$ cat src/rtl/fetch_pc_unit_pkg.sv
// rtl/fetch_pc_unit_pkg.sv - shared CPU constants and helpers for the IF-stage PC unit
package fetch_pc_unit_pkg;

  localparam logic [31:0] RESET_PC_DEF  = 32'h0000_3000;
  localparam logic [31:0] NOP_INSTR_DEF = 32'h0000_0000;
  localparam logic [31:0] PC_INCR       = 32'd4;
  localparam logic [31:0] LINK_OFFSET   = 32'd8;

  typedef enum logic [1:0] {
    NPC_SEQ    = 2'd0,
    NPC_BRANCH = 2'd1,
    NPC_JIMM   = 2'd2,
    NPC_JREG   = 2'd3
  } npc_sel_e;

  // Sign-extended word offset of a branch immediate, already scaled to bytes.
  function automatic logic [31:0] branch_offset(input logic [15:0] imm);
    return {{14{imm[15]}}, imm, 2'b00};
  endfunction

endpackage

$ cat src/rtl/fetch_pc_unit_npc_calc.sv
// rtl/fetch_pc_unit_npc_calc.sv - next-PC target computation and priority mux
module fetch_pc_unit_npc_calc
  import fetch_pc_unit_pkg::*;
(
  input  logic [31:0] if_pc_i,
  input  logic [31:0] id_pc_i,
  input  logic        branch_i,
  input  logic        jump_imm_i,
  input  logic        jump_reg_i,
  input  logic [15:0] id_imm16_i,
  input  logic [25:0] id_instr_index_i,
  input  logic [31:0] id_rs_val_i,
  output logic [31:0] npc_o
);

  logic [31:0] id_pc_plus4;
  logic [31:0] br_tgt;
  logic [31:0] j_tgt;
  npc_sel_e    sel;

  // Targets are relative to the delay-slot address (id_pc + 4); arithmetic wraps.
  always_comb begin
    id_pc_plus4 = id_pc_i + PC_INCR;
    br_tgt      = id_pc_plus4 + branch_offset(id_imm16_i);
    j_tgt       = {id_pc_plus4[31:28], id_instr_index_i, 2'b00};
  end

  // Priority: register jump over immediate jump over branch over sequential.
  always_comb begin
    sel = NPC_SEQ;
    if (jump_reg_i)      sel = NPC_JREG;
    else if (jump_imm_i) sel = NPC_JIMM;
    else if (branch_i)   sel = NPC_BRANCH;
  end

  // Select the raw next PC; alignment is handled by the caller.
  always_comb begin
    npc_o = if_pc_i + PC_INCR;
    case (sel)
      NPC_JREG:   npc_o = id_rs_val_i;
      NPC_JIMM:   npc_o = j_tgt;
      NPC_BRANCH: npc_o = br_tgt;
      default:    npc_o = if_pc_i + PC_INCR;
    endcase
  end

endmodule

$ cat src/rtl/fetch_pc_unit.sv
// rtl/fetch_pc_unit.sv - IF-stage PC register and IF/ID pipeline register; optional checks under FETCH_CHECK_EN
module fetch_pc_unit
  import fetch_pc_unit_pkg::*;
#(
  parameter logic [31:0] RESET_PC  = RESET_PC_DEF,
  parameter logic [31:0] NOP_INSTR = NOP_INSTR_DEF
) (
  input  logic        clk,
  input  logic        reset_n,
  input  logic        stall,
  input  logic        branch,
  input  logic        jump_imm,
  input  logic        jump_reg,
  input  logic [15:0] id_imm16,
  input  logic [25:0] id_instr_index,
  input  logic [31:0] id_rs_val,
  input  logic [31:0] im_instr,
  output logic [31:0] if_pc,
  output logic [31:0] id_pc,
  output logic [31:0] id_instr,
  output logic [31:0] id_pc8,
  output logic        id_valid,
  output logic        fetch_err
);

  logic [31:0] if_pc_q, if_pc_d;
  logic [31:0] id_pc_q, id_pc_d;
  logic [31:0] id_instr_q, id_instr_d;
  logic        id_valid_q, id_valid_d;
  logic [31:0] npc_raw;

  fetch_pc_unit_npc_calc u_npc_calc (
    .if_pc_i          (if_pc_q),
    .id_pc_i          (id_pc_q),
    .branch_i         (branch),
    .jump_imm_i       (jump_imm),
    .jump_reg_i       (jump_reg),
    .id_imm16_i       (id_imm16),
    .id_instr_index_i (id_instr_index),
    .id_rs_val_i      (id_rs_val),
    .npc_o            (npc_raw)
  );

  // Advance PC and IF/ID together unless the hazard unit stalls; no delay-slot flush.
  always_comb begin
    if_pc_d    = if_pc_q;
    id_pc_d    = id_pc_q;
    id_instr_d = id_instr_q;
    id_valid_d = id_valid_q;
    if (!stall) begin
      if_pc_d    = npc_raw & 32'hFFFF_FFFC;
      id_pc_d    = if_pc_q;
      id_instr_d = im_instr;
      id_valid_d = 1'b1;
    end
  end

  // PC and IF/ID state; reset discards IF/ID contents immediately.
  always_ff @(posedge clk or negedge reset_n) begin
    if (!reset_n) begin
      if_pc_q    <= RESET_PC;
      id_pc_q    <= 32'h0;
      id_instr_q <= NOP_INSTR;
      id_valid_q <= 1'b0;
    end else begin
      if_pc_q    <= if_pc_d;
      id_pc_q    <= id_pc_d;
      id_instr_q <= id_instr_d;
      id_valid_q <= id_valid_d;
    end
  end

`ifdef FETCH_CHECK_EN
  logic err_q, err_d;
  logic multi_sel;
  logic misaligned;

  // Flag misaligned targets or conflicting selects on an advancing edge; sticky.
  always_comb begin
    multi_sel  = (jump_reg & jump_imm) | (jump_reg & branch) | (jump_imm & branch);
    misaligned = (npc_raw[1:0] != 2'b00);
    err_d      = err_q;
    if (!stall && (multi_sel || misaligned)) err_d = 1'b1;
  end

  // Sticky fault register, cleared only by reset.
  always_ff @(posedge clk or negedge reset_n) begin
    if (!reset_n) err_q <= 1'b0;
    else          err_q <= err_d;
  end

  assign fetch_err = err_q;
`else
  assign fetch_err = 1'b0;
`endif

  assign if_pc    = if_pc_q;
  assign id_pc    = id_pc_q;
  assign id_instr = id_instr_q;
  assign id_valid = id_valid_q;
  assign id_pc8   = id_pc_q + LINK_OFFSET;

endmodule

$ cat config.mk
export PLATFORM = sky130hd
export DESIGN_NAME = fetch_pc_unit
export DESIGN_NICKNAME = d
export VERILOG_FILES = /design/src/rtl/fetch_pc_unit_pkg.sv /design/src/rtl/fetch_pc_unit_npc_calc.sv /design/src/rtl/fetch_pc_unit.sv
export SDC_FILE = /design/constraint.sdc
export NUM_CORES = 1
export LEC_CHECK = 0
export CORE_ASPECT_RATIO = 1.75
export CORE_UTILIZATION = 48
export CTS_BUF_LIST = sky130_fd_sc_hd__clkbuf_4 sky130_fd_sc_hd__clkbuf_8 sky130_fd_sc_hd__clkbuf_16
export DETAILED_ROUTE_END_ITERATION = 8
export PLACE_DENSITY = 0.9
export SLEW_MARGIN = 20
export SYNTH_ARGS = -nofsm -noshare
export SYNTH_HDL_FRONTEND = slang
export SYNTH_HIERARCHICAL = 1
export SYNTH_SLANG_ARGS = --single-unit
$ cat constraint.sdc
create_clock -name clk -period 3.9 [get_ports clk]
set_input_delay 0.78 -clock clk [delete_from_list [all_inputs] [get_ports clk]]
set_output_delay 0.78 -clock clk [all_outputs]
set_load 0.005 [all_outputs]
# After elaboration in Yosys (flattened, before gate mapping)
# Cells that the tools add are included.
dict set report word_totals {
  register_bits 93
  elab_cells 15
  output_inout_bits 130
  in_bits 112
}
dict set report op_classes {
  n_eq_ne 3
  muxes 4
  addsub 4
}
# cell n
set ops {}
lappend ops {{$pmux 32 s3} 1}
lappend ops {{$add 32x3->32 const B} 2}
lappend ops {{$add 32x32->32} 1}
lappend ops {{$add 32x4->32 const B} 1}
lappend ops {{$eq 2x2->1 const B} 2}
lappend ops {{$mux 2} 2}
lappend ops {{$eq 2x1->1 const B} 1}
lappend ops {{$mux 1} 1}

# Longest topological paths before layout
dict set report depth {
  depth_word 5
  depth_mapped 16
}

# Cells and area by module
# Netlist, hierarchy kept.
# module area_each_um2 n_inst cells_each
set by_module_without_submodules {}
lappend by_module_without_submodules {fetch_pc_unit 4061.4 1 287}
lappend by_module_without_submodules {fetch_pc_unit_npc_calc 3442.1 1 526}

# Worst setup path after synthesis
# OpenSTA, ideal clock, no wires.
dict set report synth_timing {
  path_kind {reg-to-reg}
  start {reg id_pc_q[7] (netlist: id_pc[7])}
  end {reg if_pc_q[24] (netlist: if_pc[24])}
  t_required_ns 3.775
  path_buffers 0
  setup_slack_ns 0.353
  t_arrival_ns 3.422
  period_less_slack_ns 3.547
  setup_time_ns 0.125
  stages_incl_launch_ff 14
  cell_sequence {dfrtp_1 -> nand4_1 -> nor3_1 -> nand2_1 -> xnor2_1 -> ha_1 -> a21oi_1 -> o21ai_0 -> a31o_2 -> a21oi_1 -> nor2_1 -> or4b_1 -> and3_1 -> mux2_2}
}
dict set report synth_between {
  elab_chain_cells 3
}
# element line
set synth_lines {}
lappend synth_lines {{from (decl)} fetch_pc_unit.sv:27} ;# logic [31:0] id_pc_q, id_pc_d;
lappend synth_lines {{from (signal assigned)} fetch_pc_unit.sv:67} ;# id_pc_q <= id_pc_d;
lappend synth_lines {{$add 32x3->32} fetch_pc_unit_npc_calc.sv:23} ;# id_pc_plus4 = id_pc_i + PC_INCR;
lappend synth_lines {{$add 32x32->32} fetch_pc_unit_npc_calc.sv:24} ;# br_tgt = id_pc_plus4 + branch_offset(id_imm16_i);
lappend synth_lines {{$pmux 32 s3} fetch_pc_unit_npc_calc.sv:39} ;# case (sel)
lappend synth_lines {{net npc_raw[24]} fetch_pc_unit.sv:30} ;# logic [31:0] npc_raw;
lappend synth_lines {{to (signal assigned)} fetch_pc_unit.sv:66} ;# if_pc_q <= if_pc_d;
lappend synth_lines {{to (decl)} fetch_pc_unit.sv:26} ;# logic [31:0] if_pc_q, if_pc_d;
# The timed path passes the listed nets, and every way through them passes these cells.
# A chain may end at the register's enable or synchronous reset.

# Worst setup path in the final report
dict set report layout_timing {
  start {reg id_pc_q[3] (netlist: id_pc[3])}
  end {reg if_pc_q[22] (netlist: if_pc[22])}
}
# The elaborated chain is that of the path after synthesis.

==> impl_metrics.env <==
export IMPL_status="complete, no violations"
export IMPL_drive_gt1_frac=0.1798
export IMPL_swShare=0.3983
export IMPL_critPathLaunchType="register"
export IMPL_clkLatencyLatePin_ps=350
export IMPL_grt_pass1_vias=7803
export IMPL_internal_power_mw=2.973
export IMPL_wl_met1_um=8921
export IMPL_place_ws_ps=2.484
export IMPL_viasPerCell=6.081
export IMPL_slew_viol_final=0
export IMPL_required_ps=4140
export IMPL_min_period_over_period=0.9541
export IMPL_whs_ps=479.2
export IMPL_routed_top_layer="met4"
export IMPL_ir_drop_mv=0.3762
export IMPL_final_hold_violation_count=0
export IMPL_io_pins=242
export IMPL_end_kind="register"
export IMPL_final_min_clock_period_ps=3721
export IMPL_placed_cells=1249
export IMPL_htreeDepth=3
export IMPL_areaGrowthSynthToFinish_pct=41.37
export IMPL_design_area_sq_um=10550
export IMPL_start_util=0.4872
export IMPL_final_util=0.6887
export IMPL_portBuffers=232
export IMPL_wl_met2_um=13590
export IMPL_dieArea_sq_um=16070
export IMPL_cts_tree="yes"
export IMPL_antenna_found_initial=1
export IMPL_final_cell_mix="clkdlybuf4s50_1 (230), mux2_2 (92), dfrtp_1 (91)"
export IMPL_fin_ws_ps=179.0
export IMPL_max_slew_worst_pin_slew_ps=984.6
export IMPL_place_gp_congestion=0.9622
export IMPL_grt_pass1_wl_um=40690
export IMPL_yosys_warnings=6
export IMPL_arrival_ps=3960
export IMPL_clk_pin_slew_ps=70
export IMPL_crit_type="reg -> reg"
export IMPL_core_sq_um=15310
export IMPL_finalSetupTns_ps=0
export IMPL_crit_fanout=8
export IMPL_wl_met3_um=1928
export IMPL_power_frac_comb=0.533
export IMPL_final_cells=1265
export IMPL_ant_nets=0
export IMPL_dieHeight_um=166.9
export IMPL_vias=7693
export IMPL_grt_start_max_net_pins=73
export IMPL_syn_area_per_cell_sq_um=9.245
export IMPL_wl_um=26470
export IMPL_crit_family="compound AO/OA/AOI/OAI gates"
export IMPL_holdBufCountCts=0
export IMPL_powerDensity_nw_per_um2=468.5
export IMPL_synth_area_sq_um=7461
export IMPL_hold_class="reg -> reg"
export IMPL_drt_initial_drc_count=572
export IMPL_cts_sinks=93
export IMPL_grt_usage=0.3377
export IMPL_p_switching_mw=1.968
export IMPL_drc_errors=0
export IMPL_n_antenna_cell=0
export IMPL_max_cap_viol_count=0
export IMPL_drtPass1Iterations=5
export IMPL_crit_top_cell="buf_4"
export IMPL_wl_per_cell_um=20.92
export IMPL_post_cts_resized=0
export IMPL_cpPeakStageDelay_ps=450
export IMPL_synth_cells=807
export IMPL_power_frac_clock=0.175
export IMPL_setup_viol=0
export IMPL_post_dp_hpwl_um=20330
export IMPL_place_area_sq_um=10250
export IMPL_numCtsBuffers=9
export IMPL_cts_root_buffer="clkbuf_16"
export IMPL_crit_buf_inv=3
export IMPL_post_cts_buffers=0
export IMPL_grt_overflow=0
export IMPL_rows=60
export IMPL_slowest_stage="o31ai_1"
export IMPL_clock_skew_ps=10.56
export IMPL_power_total_mw=4.941
export IMPL_relSlewSlack=0.3436
export IMPL_p_leak_nw=4.289
export IMPL_crit_chain="buf_4 > nand2_1 > nor2_1 > buf_4 > xor2_1 > ha_1 > a21oi_1 > nand2_1 > o211ai_1 > o21ai_1 > buf_4 > a31o_2 > o31ai_1 > xor2_1 > a31oi_1 > mux2_2"
export IMPL_final_common_cell="clkdlybuf4s50_1"
export IMPL_final_net_count=1223
export IMPL_clockBufferDepth=2
export IMPL_fmax_mhz=268.7
export IMPL_die_w_um=96.25
export IMPL_p_seq_frac=0.292
[sequential cells by signal (all words and copies together), names as in the netlist]
| register | cells |
|---|---|
| id_valid | 1 |
| id_pc | 30 |
| if_pc | 30 |
| id_instr | 32 |
[layer usage]
metal	global-route usage	up-vias
met4	0.2395	0
met5	0	-
li1	-	3472
met1	0.3606	3675
met2	0.5769	421
met3	0.06301	125
[worst paths after layout]
kind / from / endpoint / slack [ps] / cells after the start
max: id_pc[3]$_DFFE_PN0N_ / if_pc[22]$_DFFE_PN0N_ / 180 / 16
min: id_valid$_DFFE_PN0N_ / id_valid$_DFFE_PN0N_ / 480 / 1
max reg2reg: id_pc[3]$_DFFE_PN0N_ / if_pc[22]$_DFFE_PN0N_ / 180 / 16
min reg2reg: id_valid$_DFFE_PN0N_ / id_valid$_DFFE_PN0N_ / 480 / 1
max in group asynchronous: reset_n / if_pc[8]$_DFFE_PN0N_ / 2530 / 2
min in group asynchronous: reset_n / id_instr[2]$_DFFE_PN0N_ / 580 / 1
[power by group through the flow]
stage | clock (mW) | combinational (mW) | sequential, mW
final | 0.866 | 2.63 | 1.44
after global routing | 0.912 | 2.83 | 1.46
after CTS | 0.879 | 2.59 | 1.43
after detailed placement | 0 | 2.56 | 1.45
after global placement | 0 | 2.51 | 1.43
after floorplan | 0 | 1.26 | 1.45
[layout make-up]
cell class,instances,area (sq um)
multi-input combinational,664,4901
fill,1210,4767
timing repair buffer,287,2730
sequential,93,2330
tap,186,232.7
clock buffer,9,225.2
inverter,19,71.32
clock inverter,7,57.56
Note: power is estimated with default switching activity, not from simulation.
